--- src/rtl/divider_arbiter_if.sv ---
// Bus between divider_arbiter and its requesters, result consumer and the shared divider.
// DIVARB_DIV0_EN adds the res_div0_out flag to the result channel.
interface divider_arbiter_if #(
  parameter int NUM_REQ = 4,
  parameter int WIDTH   = 14
);
  localparam int ID_W = (NUM_REQ > 1) ? $clog2(NUM_REQ) : 1;

  // requester channels
  logic [NUM_REQ-1:0]       req_valid_in;
  logic [NUM_REQ-1:0]       req_ready_out;
  logic [NUM_REQ*WIDTH-1:0] req_dividend_in;
  logic [NUM_REQ*WIDTH-1:0] req_divisor_in;

  // shared divider
  logic [WIDTH-1:0]         div_dividend_out;
  logic [WIDTH-1:0]         div_divisor_out;
  logic                     div_valid_out;
  logic                     div_pause_out;
  logic [WIDTH-1:0]         div_quotient_in;
  logic                     div_valid_in;

  // result channel
  logic                     res_valid_out;
  logic                     res_ready_in;
  logic [ID_W-1:0]          res_id_out;
  logic [WIDTH-1:0]         res_quotient_out;
  logic                     err_out;
`ifdef DIVARB_DIV0_EN
  logic                     res_div0_out;
`endif

  // arbiter side
  modport slave (
    input  req_valid_in, req_dividend_in, req_divisor_in,
    output req_ready_out,
    output div_dividend_out, div_divisor_out, div_valid_out, div_pause_out,
    input  div_quotient_in, div_valid_in,
    output res_valid_out, res_id_out, res_quotient_out, err_out,
`ifdef DIVARB_DIV0_EN
    output res_div0_out,
`endif
    input  res_ready_in
  );

  // environment side: requesters, divider and result consumer
  modport master (
    output req_valid_in, req_dividend_in, req_divisor_in,
    input  req_ready_out,
    input  div_dividend_out, div_divisor_out, div_valid_out, div_pause_out,
    output div_quotient_in, div_valid_in,
    input  res_valid_out, res_id_out, res_quotient_out, err_out,
`ifdef DIVARB_DIV0_EN
    input  res_div0_out,
`endif
    output res_ready_in
  );
endinterface

--- src/rtl/divider_arbiter.sv ---
// Round-robin arbiter sharing one LATENCY-stage pausable divider between NUM_REQ requesters.
// Optional DIVARB_DIV0_EN: tags divide-by-zero issues and flags/saturates their results.
module divider_arbiter #(
  parameter int NUM_REQ = 4,
  parameter int WIDTH   = 14,
  parameter int LATENCY = 7
) (
  input logic              clk_in,
  input logic              rst_in,
  divider_arbiter_if.slave bus
);
  localparam int ID_W  = (NUM_REQ > 1) ? $clog2(NUM_REQ) : 1;
  localparam int CNT_W = (LATENCY > 1) ? $clog2(LATENCY) : 1;

  typedef enum logic {FLUSH, RUN} state_t;

  typedef struct packed {
    logic            valid;
`ifdef DIVARB_DIV0_EN
    logic            div0;
`endif
    logic [ID_W-1:0] id;
  } tag_t;

  state_t           state_q, state_d;
  logic [CNT_W-1:0] flush_cnt_q;
  logic             in_run, stall, advance;

  logic [ID_W-1:0]    rr_ptr_q;
  logic [ID_W-1:0]    gnt_id, cand;
  logic               gnt_found, grant_valid;
  logic [NUM_REQ-1:0] gnt_onehot;

  tag_t tag_in;
  tag_t tag_out;
  tag_t tag_q [LATENCY];

  logic             res_valid_q;
  logic [ID_W-1:0]  res_id_q;
  logic [WIDTH-1:0] res_quotient_q;
  logic             err_q;
`ifdef DIVARB_DIV0_EN
  logic             res_div0_q;
`endif

  // NOTE: sequential state uses non-blocking assignments so every register samples pre-edge values.
  always_ff @(posedge clk_in) begin
    if (rst_in) state_q <= FLUSH;
    else        state_q <= state_d;
  end

  // NOTE: every combinational output gets a default first, so no path leaves it unassigned (no latch).
  always_comb begin
    state_d = state_q;
    unique case (state_q)
      FLUSH:   if (flush_cnt_q == CNT_W'(LATENCY - 1)) state_d = RUN;
      RUN:     state_d = RUN;
      default: state_d = FLUSH;
    endcase
  end

  always_comb begin
    in_run = 1'b0;
    stall  = 1'b0;
    unique case (state_q)
      RUN: begin
        in_run = 1'b1;
        stall  = res_valid_q & ~bus.res_ready_in;
      end
      default: ;
    endcase
  end

  assign advance = in_run & ~stall;

  // The divider has no reset: LATENCY idle cycles push every stale valid bit out of it.
  always_ff @(posedge clk_in) begin
    if (rst_in)                 flush_cnt_q <= '0;
    else if (state_q == FLUSH)  flush_cnt_q <= flush_cnt_q + 1'b1;
  end

  // Round-robin search starting just after the last granted requester.
  always_comb begin
    gnt_found = 1'b0;
    gnt_id    = '0;
    cand      = '0;
    for (int k = 1; k <= NUM_REQ; k++) begin
      cand = ID_W'((int'(rr_ptr_q) + k) % NUM_REQ);
      if (!gnt_found && bus.req_valid_in[cand]) begin
        gnt_found = 1'b1;
        gnt_id    = cand;
      end
    end
  end

  assign grant_valid = advance & gnt_found;
  assign gnt_onehot  = grant_valid ? (NUM_REQ'(1) << gnt_id) : '0;

  always_ff @(posedge clk_in) begin
    if (rst_in)           rr_ptr_q <= ID_W'(NUM_REQ - 1);
    else if (grant_valid) rr_ptr_q <= gnt_id;
  end

  assign bus.req_ready_out    = gnt_onehot;
  assign bus.div_valid_out    = grant_valid;
  assign bus.div_pause_out    = stall;
  assign bus.div_dividend_out = grant_valid ? bus.req_dividend_in[int'(gnt_id)*WIDTH +: WIDTH] : '0;
  assign bus.div_divisor_out  = grant_valid ? bus.req_divisor_in[int'(gnt_id)*WIDTH +: WIDTH]  : '0;

  always_comb begin
    tag_in       = '0;
    tag_in.valid = grant_valid;
    tag_in.id    = gnt_id;
`ifdef DIVARB_DIV0_EN
    tag_in.div0  = grant_valid && (bus.div_divisor_out == '0);
`endif
  end

  // NOTE: the tag pipe is reset (unlike the divider datapath) because its valid bits decide what is reported.
  always_ff @(posedge clk_in) begin
    if (rst_in) begin
      for (int i = 0; i < LATENCY; i++) tag_q[i] <= '0;
    end else if (advance) begin
      tag_q[0] <= tag_in;
      for (int i = 1; i < LATENCY; i++) tag_q[i] <= tag_q[i-1];
    end
  end

  assign tag_out = tag_q[LATENCY-1];

  // Result register: the tag decides validity; a disagreeing divider valid only raises err.
  always_ff @(posedge clk_in) begin
    if (rst_in) begin
      res_valid_q    <= 1'b0;
      res_id_q       <= '0;
      res_quotient_q <= '0;
      err_q          <= 1'b0;
`ifdef DIVARB_DIV0_EN
      res_div0_q     <= 1'b0;
`endif
    end else if (advance) begin
      res_valid_q <= tag_out.valid;
      res_id_q    <= tag_out.id;
`ifdef DIVARB_DIV0_EN
      res_div0_q     <= tag_out.valid & tag_out.div0;
      res_quotient_q <= (tag_out.valid & tag_out.div0) ? {WIDTH{1'b1}} : bus.div_quotient_in;
`else
      res_quotient_q <= bus.div_quotient_in;
`endif
      if (tag_out.valid != bus.div_valid_in) err_q <= 1'b1;
    end
  end

  assign bus.res_valid_out    = res_valid_q;
  assign bus.res_id_out       = res_id_q;
  assign bus.res_quotient_out = res_quotient_q;
  assign bus.err_out          = err_q;
`ifdef DIVARB_DIV0_EN
  assign bus.res_div0_out     = res_div0_q;
`endif
endmodule
--- src/flat_wrapper.sv ---
// flat-port wrapper written by rule: the top's interface ports become plain ports
module divider_arbiter_flat 
#(
  parameter int NUM_REQ = 4,
  parameter int WIDTH   = 14,
  parameter int LATENCY = 7
)
  (clk_in, rst_in, bus_req_valid_in, bus_req_dividend_in, bus_req_divisor_in, bus_req_ready_out, bus_div_dividend_out, bus_div_divisor_out, bus_div_valid_out, bus_div_pause_out, bus_div_quotient_in, bus_div_valid_in, bus_res_valid_out, bus_res_id_out, bus_res_quotient_out, bus_err_out, bus_res_ready_in);
  divider_arbiter_if #(.NUM_REQ(NUM_REQ), .WIDTH(WIDTH)) bus_i ();
  input logic clk_in;
  input logic rst_in;
  input wire logic [$bits(bus_i.req_valid_in)-1:0] bus_req_valid_in;
  input wire logic [$bits(bus_i.req_dividend_in)-1:0] bus_req_dividend_in;
  input wire logic [$bits(bus_i.req_divisor_in)-1:0] bus_req_divisor_in;
  output wire logic [$bits(bus_i.req_ready_out)-1:0] bus_req_ready_out;
  output wire logic [$bits(bus_i.div_dividend_out)-1:0] bus_div_dividend_out;
  output wire logic [$bits(bus_i.div_divisor_out)-1:0] bus_div_divisor_out;
  output wire logic [$bits(bus_i.div_valid_out)-1:0] bus_div_valid_out;
  output wire logic [$bits(bus_i.div_pause_out)-1:0] bus_div_pause_out;
  input wire logic [$bits(bus_i.div_quotient_in)-1:0] bus_div_quotient_in;
  input wire logic [$bits(bus_i.div_valid_in)-1:0] bus_div_valid_in;
  output wire logic [$bits(bus_i.res_valid_out)-1:0] bus_res_valid_out;
  output wire logic [$bits(bus_i.res_id_out)-1:0] bus_res_id_out;
  output wire logic [$bits(bus_i.res_quotient_out)-1:0] bus_res_quotient_out;
  output wire logic [$bits(bus_i.err_out)-1:0] bus_err_out;
  input wire logic [$bits(bus_i.res_ready_in)-1:0] bus_res_ready_in;
  assign bus_i.req_valid_in = bus_req_valid_in;
  assign bus_i.req_dividend_in = bus_req_dividend_in;
  assign bus_i.req_divisor_in = bus_req_divisor_in;
  assign bus_req_ready_out = bus_i.req_ready_out;
  assign bus_div_dividend_out = bus_i.div_dividend_out;
  assign bus_div_divisor_out = bus_i.div_divisor_out;
  assign bus_div_valid_out = bus_i.div_valid_out;
  assign bus_div_pause_out = bus_i.div_pause_out;
  assign bus_i.div_quotient_in = bus_div_quotient_in;
  assign bus_i.div_valid_in = bus_div_valid_in;
  assign bus_res_valid_out = bus_i.res_valid_out;
  assign bus_res_id_out = bus_i.res_id_out;
  assign bus_res_quotient_out = bus_i.res_quotient_out;
  assign bus_err_out = bus_i.err_out;
  assign bus_i.res_ready_in = bus_res_ready_in;
  divider_arbiter #(.NUM_REQ(NUM_REQ), .WIDTH(WIDTH), .LATENCY(LATENCY)) u_core (.clk_in(clk_in), .rst_in(rst_in), .bus(bus_i));
endmodule
--- config.mk ---
export PLATFORM = sky130hd
export DESIGN_NAME = divider_arbiter_flat
export DESIGN_NICKNAME = d
export VERILOG_FILES = /design/src/rtl/divider_arbiter_if.sv /design/src/rtl/divider_arbiter.sv /design/src/flat_wrapper.sv
export SDC_FILE = /design/constraint.sdc
export NUM_CORES = 1
export LEC_CHECK = 0
export BUFFER_PORTS_ARGS = -buffer_cell sky130_fd_sc_hd__buf_4
export CAP_MARGIN = 15
export CORE_ASPECT_RATIO = 1.75
export CORE_MARGIN = 4
export CORE_UTILIZATION = 35
export DETAILED_ROUTE_END_ITERATION = 8
export PLACE_DENSITY = 0.82
export SYNTH_ARGS = -nofsm -noshare
export SYNTH_HDL_FRONTEND = slang
export SYNTH_SLANG_ARGS = --single-unit
--- constraint.sdc ---
create_clock -name clk_in -period 2.1 [get_ports clk_in]
set_input_delay 0.525 -clock clk_in [delete_from_list [all_inputs] [get_ports clk_in]]
set_output_delay 0.525 -clock clk_in [all_outputs]
set_load 0.01 [all_outputs]
# Word-level counts from Yosys, hierarchy flattened
# Memories as Yosys holds them, arrays and structs flattened.
# Cells that the tools add are included.
word_totals:
  regBits: 24
  ramBits: 21
  input_bits: 134
  output_inout_bits: 52
  word_cells: 78
  memories: 1
classes:
  add_sub_neg: 5
  n_mul: 1
  n_lt_le_gt_ge: 4
  n_eq_ne: 2
  shift: 3
  mux: 35
  n_bitwise: 13
  reduce_logical: 7
mem_list:
  columns: ["name", "depth", "width", "read_ports", "rd_clocked_by_memory_dff", "write_ports", "line_no", "source"]
  rows:
  - ["u_core.tag_q", 7, 3, 7, 0, 7, "divider_arbiter.sv:36", "tag_t tag_q [LATENCY];"]
op_table:
  columns: ["op", "count"]
  rows:
  - ["$shiftx A56 B32 Y14", 2]
  - ["$mux W14", 2]
  - ["$mux W3", 7]
  - ["$mux W1", 16]
  - ["$lt A2 B3 Y1 const B", 4]
  - ["$bmux W1 S2", 4]
  - ["$mux W2", 4]
  - ["$or A1 B1 Y1", 7]
  - ["$mul A2 B3 Y5 const B", 1]
  - ["$add A2 B1 Y2 const B", 2]
  - ["$add A2 B2 Y2 const B", 2]
  - ["$mux W4", 1]
  - ["$shl A1 B2 Y4 const A", 1]
  - ["$add A3 B1 Y3 const B", 1]
  - ["$and A1 B1 Y1", 3]
  - ["$eq A3 B3 Y1 const B", 1]
  - ["$logic_and A1 B1 Y1", 3]
  - ["$logic_not A1 Y1", 3]
  - ["$not A1 Y1", 3]
  - ["$pmux W1 S2", 1]
  - ["$reduce_and A2 Y1", 1]
  - ["$ne A1 B1 Y1", 1]

# Longest topological paths before layout
depth:
  word_depth: 16
  mapped_depth: 7
  ltp_nobuf: 6

# Worst setup path before layout
# No wires, ideal clock.
synth_timing:
  kind: "input port to output port"
  start: "input bus_req_valid_in[3]"
  end: "output bus_req_ready_out[0]"
  arrival_time_ps: 1714
  required_time_ps: 1575
  path_slack_ps: -139
  path_stages: 5
  n_path_buf: 1
  path_cell_list: "nor2_1 > nor3_1 > a211oi_4 > buf_4 > nor3b_1"
synth_via:
  elab_chain_len: 14
  word_cells_on_any_way: 25
  cone_classes: "shift (1); mux (17); bitwise (1); reduce/logical (6)"
synth_rtl:
  columns: ["element", "line_no", "source"]
  rows:
  - ["from (decl)", "flat_wrapper.sv:12", "input wire logic [$bits(bus_i.req_valid_in)-1:0] bus_req_valid_in;"]
  - ["$bmux W1 S2", "divider_arbiter.sv:89", "if (!gnt_found && bus.req_valid_in[cand]) begin"]
  - ["$mux W1 (implied by the code)", "divider_arbiter.sv:89", null]
  - ["$mux W1", "divider_arbiter.sv:89", null]
  - ["$logic_not A1 Y1", "divider_arbiter.sv:89", null]
  - ["$logic_and A1 B1 Y1", "divider_arbiter.sv:89", null]
  - ["$mux W1", "divider_arbiter.sv:89", null]
  - ["$logic_not A1 Y1", "divider_arbiter.sv:89", null]
  - ["$logic_and A1 B1 Y1", "divider_arbiter.sv:89", null]
  - ["$mux W1", "divider_arbiter.sv:89", null]
  - ["$logic_not A1 Y1", "divider_arbiter.sv:89", null]
  - ["$logic_and A1 B1 Y1", "divider_arbiter.sv:89", null]
  - ["$mux W2 / $mux W1 (equally long branches)", "divider_arbiter.sv:89", null]
  - ["$shl A1 B2 Y4 / $and A1 B1 Y1 (equally long branches)", "divider_arbiter.sv:97, divider_arbiter.sv:96", null]
  - ["$mux W4 *", "divider_arbiter.sv:97", "assign gnt_onehot = grant_valid ? (NUM_REQ'(1) << gnt_id) : '0;"]
  - ["to (decl)", "flat_wrapper.sv:15", "output wire logic [$bits(bus_i.req_ready_out)-1:0] bus_req_ready_out;"]
# Every way passes the cells marked *; elsewhere a longest branch is shown, timed or not. The select of a mux whose other input is x is not followed.

# Final worst setup path
layout_timing:
  start: "input bus_req_valid_in[1]"
  end: "output bus_div_dividend_out[13]"
layout_via:
  elab_chain_len: 15
  word_cells_on_any_way: 26
  cone_classes: "mul (1); shift (1); mux (17); bitwise (1); reduce/logical (6)"
layout_rtl:
  columns: ["element", "line_no", "source"]
  rows:
  - ["$bmux W1 S2", "divider_arbiter.sv:89", null]
  - ["$mux W1 (implied by the code)", "divider_arbiter.sv:89", null]
  - ["$mux W1", "divider_arbiter.sv:89", null]
  - ["$logic_not A1 Y1", "divider_arbiter.sv:89", null]
  - ["$logic_and A1 B1 Y1", "divider_arbiter.sv:89", null]
  - ["$mux W1", "divider_arbiter.sv:89", null]
  - ["$logic_not A1 Y1", "divider_arbiter.sv:89", null]
  - ["$logic_and A1 B1 Y1", "divider_arbiter.sv:89", null]
  - ["$mux W1", "divider_arbiter.sv:89", null]
  - ["$logic_not A1 Y1", "divider_arbiter.sv:89", null]
  - ["$logic_and A1 B1 Y1", "divider_arbiter.sv:89", null]
  - ["$mux W2", "divider_arbiter.sv:89", null]
  - ["$mul A2 B3 Y5", "divider_arbiter.sv:107", "assign bus.div_dividend_out = grant_valid ? bus.req_dividend_in[int'(gnt_id)*WIDTH +: WIDTH] : '0;"]
  - ["$shiftx A56 B32 Y14", "divider_arbiter.sv:107", null]
  - ["$mux W14 *", "divider_arbiter.sv:107", null]
  - ["to (decl)", "flat_wrapper.sv:16", "output wire logic [$bits(bus_i.div_dividend_out)-1:0] bus_div_dividend_out;"]
# Marked as above.

==> results.md <==
| Result | Reported | Unit |
|---|---|---|
| Normalized max-slew margin | 49.9 | % |
| Number of rows in the core area | 41 | - |
| Width of the die | 72.9 | um |
| RePlAce Congestion | 0.770 | - |
| Die Footprint | 0.00887 | mm2 |
| Required time of the critical path | 1570 | ps |
| Worst hold-check path type | reg2reg | - |
| Post-synth top area cell | edfxtp_1 | - |
| Most frequent cells after synthesis | mux2i_1, nand2_1, o22ai_1, dfxtp_1, a21oi_1 | - |
| DR WL/cell | 16.3 | um |
| Power density over the cells | 473 | mW/mm2 |
| Achievable frequency | 395 | MHz |
| Clk_skew | 5.10 | ps |
| Static leakage power | 2.25 | nW |
| Crit path DAT | 2010 | ps |
| Total count of max-transition violations in the final report | 0 | - |
| Area growth from synthesis to layout | 93.5 | % |
| CP Class | in2out | - |
| Sequential fraction of the synthesis area | 43.0 | % |
| Post-synthesis xor/xnor area fraction | 1.02 | % |
| Fraction of registers with async set or reset after synthesis | 0 | % |
| Fraction of layout instances using a drive strength above 1 | 59.9 | % |
| Most instantiated flip-flop cell in the synthesis netlist | dfxtp_1 | - |
| Final count of negative-setup-slack endpoints | 32 | - |
| Number of distinct library cells after synthesis | 30 | - |
| Launching element type of the critical path | input port | - |
| Number of violations reported at the end of detailed-routing iteration 0 | 132 | - |
| Core box area | 0.00718 | mm2 |
| Worst Tran Pin Value | 749 | ps |
| Total number of vias | 2869 | - |
| Portion of the clock cycle consumed by the worst path in the final layout | 121 | % |
| Synth top area cells | edfxtp_1, mux2i_1, dfxtp_1 | - |
| Peak supply drop | 288 | uV |
| Wire length of the first global-routing pass | 13.8 | mm |
| Setup WS pre-CTS | -412 | ps |
| Critical-path cell list | buf_6 -> nor2_4 -> nor3_4 -> a211oi_4 -> buf_6 -> buf_12 -> buf_4 -> mux2i_2 -> o22ai_1 -> buf_4 | - |
| Flop and latch count out of synthesis | 45 | - |
| Clock tree root buffer cell | clkbuf_16 | - |
| Post-layout net count | 616 | - |
| Gate count after technology mapping | 270 | - |
| Worst setup path start | bus_req_valid_in[1] | - |
| MaxCap Viol Count | 0 | - |
| Kind of end point of the critical path | output port | - |
| Maximum cell stage delay along the critical path | 250 | ps |
| WP buf/inv | 5 | - |
| Failing checks | setup timing | - |
| Compound-cell area share of the yosys netlist | 13.2 | % |
| Count leader, synth | mux2i_1 | - |
| Combined global-route utilization of all metal layers | 19.9 | % |
| Critical register-to-register path startpoint | u_core.bus.res_valid_out | - |
| Simple-gate portion of the synthesized area | 15.6 | % |
| Final Hold Violating Endpoints | 0 | - |
| Unrepaired setup endpoints after global routing | true | - |
| Antenna violations before repair | 0 | - |
| Final Routed Wirelength | 9.27 | mm |
| Final critical-path required period | 2530 | ps |
| Initial standard-cell utilization of the core | 36.0 | % |
| Post-synth net total | 406 | - |
| Vert. Die Dim | 122 | um |
| Number of clock buffers inserted by TritonCTS | 5 | - |
| Hold Startpoint | u_core.bus.res_id_out[1] | - |
| Inserted Diodes | 0 | - |
| Worst hold slack after final layout | 452 | ps |
| Number of I/O pins | 186 | - |
| Finished Core Util | 69.6 | % |
| Number of hold buffers added after cts | 0 | - |
| Via/cell ratio | 5.06 | - |
| Dominant combinational cell family by area after synthesis | multiplexers | - |
| Number of buffers on the longest clock path | 2 | - |
| Cell area after technology mapping | 0.00258 | mm2 |
| Sink count of the clock tree | 45 | - |
| Overflow after GRT | 0 | - |
| DPL Wire Length | 7.01 | mm |
| Adder-Cell Fraction of Synth Area | 0.969 | % |
| Top Family by Delay on Critical Path | buffers and inverters | - |
| Via count of the first global-routing pass | 3030 | - |
| Clock latency on the worst-skew pair | 280 | ps |
| Minimum setup slack in the final design | -434 | ps |
| Clock edge transition at the registers on the reported setup and hold paths | 60 | ps |
| Status | complete, but fails checks | - |
| Port buffer count | 185 | - |
| Antenna violation net count after detailed routing | 0 | - |
| Count of filler cells inserted in the layout | 519 | - |
| Yosys synthesis warning count | 0 | - |
| Count of flip-flops with a built-in enable after synthesis | 21 | - |
| Area share of the leading cell type in the synthesized netlist | 24.4 | % |
| Portion of netlist area occupied by mux cells | 21.7 | % |
| DRT Pass-1 Iters | 4 | - |
| Remaining DRCs | 0 | - |
| Maximum number of pins on one net before global-route repair | 32 | - |
| Mean cell area of the mapped netlist | 9.56 | um2 |
| TritonCTS clock tree | done | - |
| Cell with the biggest individual delay on the critical path | a211oi_4 | - |
| Maximum net fanout on the critical path | 7 | - |
| H-tree level count | 2 | - |
## worst min-delay path, cell delays in order, from the launching register on
cell,delay [ps]
dfxtp_1,310
nand2_1,50
a21oi_1,50
## per-layer routing
layer  vias up  wire (um)  global-route usage, %
met5         -          0                      0
met4         0        338                   9.70
met3        23        687                   3.80
met2       142       5190                   37.6
met1      1320       3050                   20.2
li1       1384          -                      -
## what timing repair did
action | 4_1_cts | 5_1_grt
gates resized for setup | 23 | 25
endpoints found under the setup margin | 32 | 32
buffers inserted | 2 | 3
gates cloned | 1 | 2
pin swaps | 7 | 7
## final timing paths
| check | cells after the start | to | slack [ps] |
|---|---|---|---|
| worst max-delay path | 10 | bus_div_dividend_out[13] | -430 |
| worst min-delay path | 2 | u_core.bus.res_id_out[1] | 450 |
| worst max register to register | 5 | u_core.tag_q[0][5] | 390 |
| worst min register to register | 2 | u_core.bus.res_id_out[1] | 450 |
## where the power goes
part	internal [mW]	total (mW)	switching [mW]
clock	0.442	0.756	0.314
combinational	0.403	0.652	0.249
sequential	0.946	0.959	0.0127
## metrics by stage
step	TNS, ps	total power, mW	std cells	area, um2
after floorplan	-1800	1.22	270	2820
after global placement	-7780	1.49	551	4510
after detailed placement	-9950	1.51	551	4510
after CTS	-10160	2.33	562	4790
after global routing	-13210	2.46	567	5000
final	-11170	2.37	567	5000
## registers in the layout, summed over array words and instances, names as in the netlist
name / cells
u_core.state_q: 1
u_core.bus.err_out: 1
u_core.tag_q: 21
u_core.rr_ptr_q: 2
u_core.flush_cnt_q: 3
u_core.bus.res_valid_out: 1
u_core.bus.res_quotient_out: 14
u_core.bus.res_id_out: 2
## kinds of logic (layout without fill, tap and decap cells)
family / after synthesis / in the layout
DFF: 45 / 45
and+or+nand+nor: 85 / 85
AOI/OAI and AO/OA: 56 / 56
muxes: 56 / 56
xor gates and xnor gates: 3 / 3
adders and majority gates: 2 / 2
buffers and inverters: 23 / 234
## final cells by class
cell class,instances,area [um2],share of cell area (%)
clock buffers,5,125,2.50
inverters,4,15.0,0.300
well taps,86,108,2.15
repair buffers,222,1870,37.5
multi-input cells,202,1740,34.9
clock inverters,3,21.3,0.426
flip-flops and latches,45,1110,22.3
## cell usage in the layout, fill, tap and decap left out, drive strengths merged, types with 4 or more instances in the layout
cell type	count
o22ai	29
dfxtp	24
nand2b	7
inv	5
nand2	39
buf	220
and2	17
nor2	13
clkbuf	7
mux2i	56
edfxtp	21
nor2b	4
a21oi	23
Note: power is estimated with default switching activity, not from simulation.
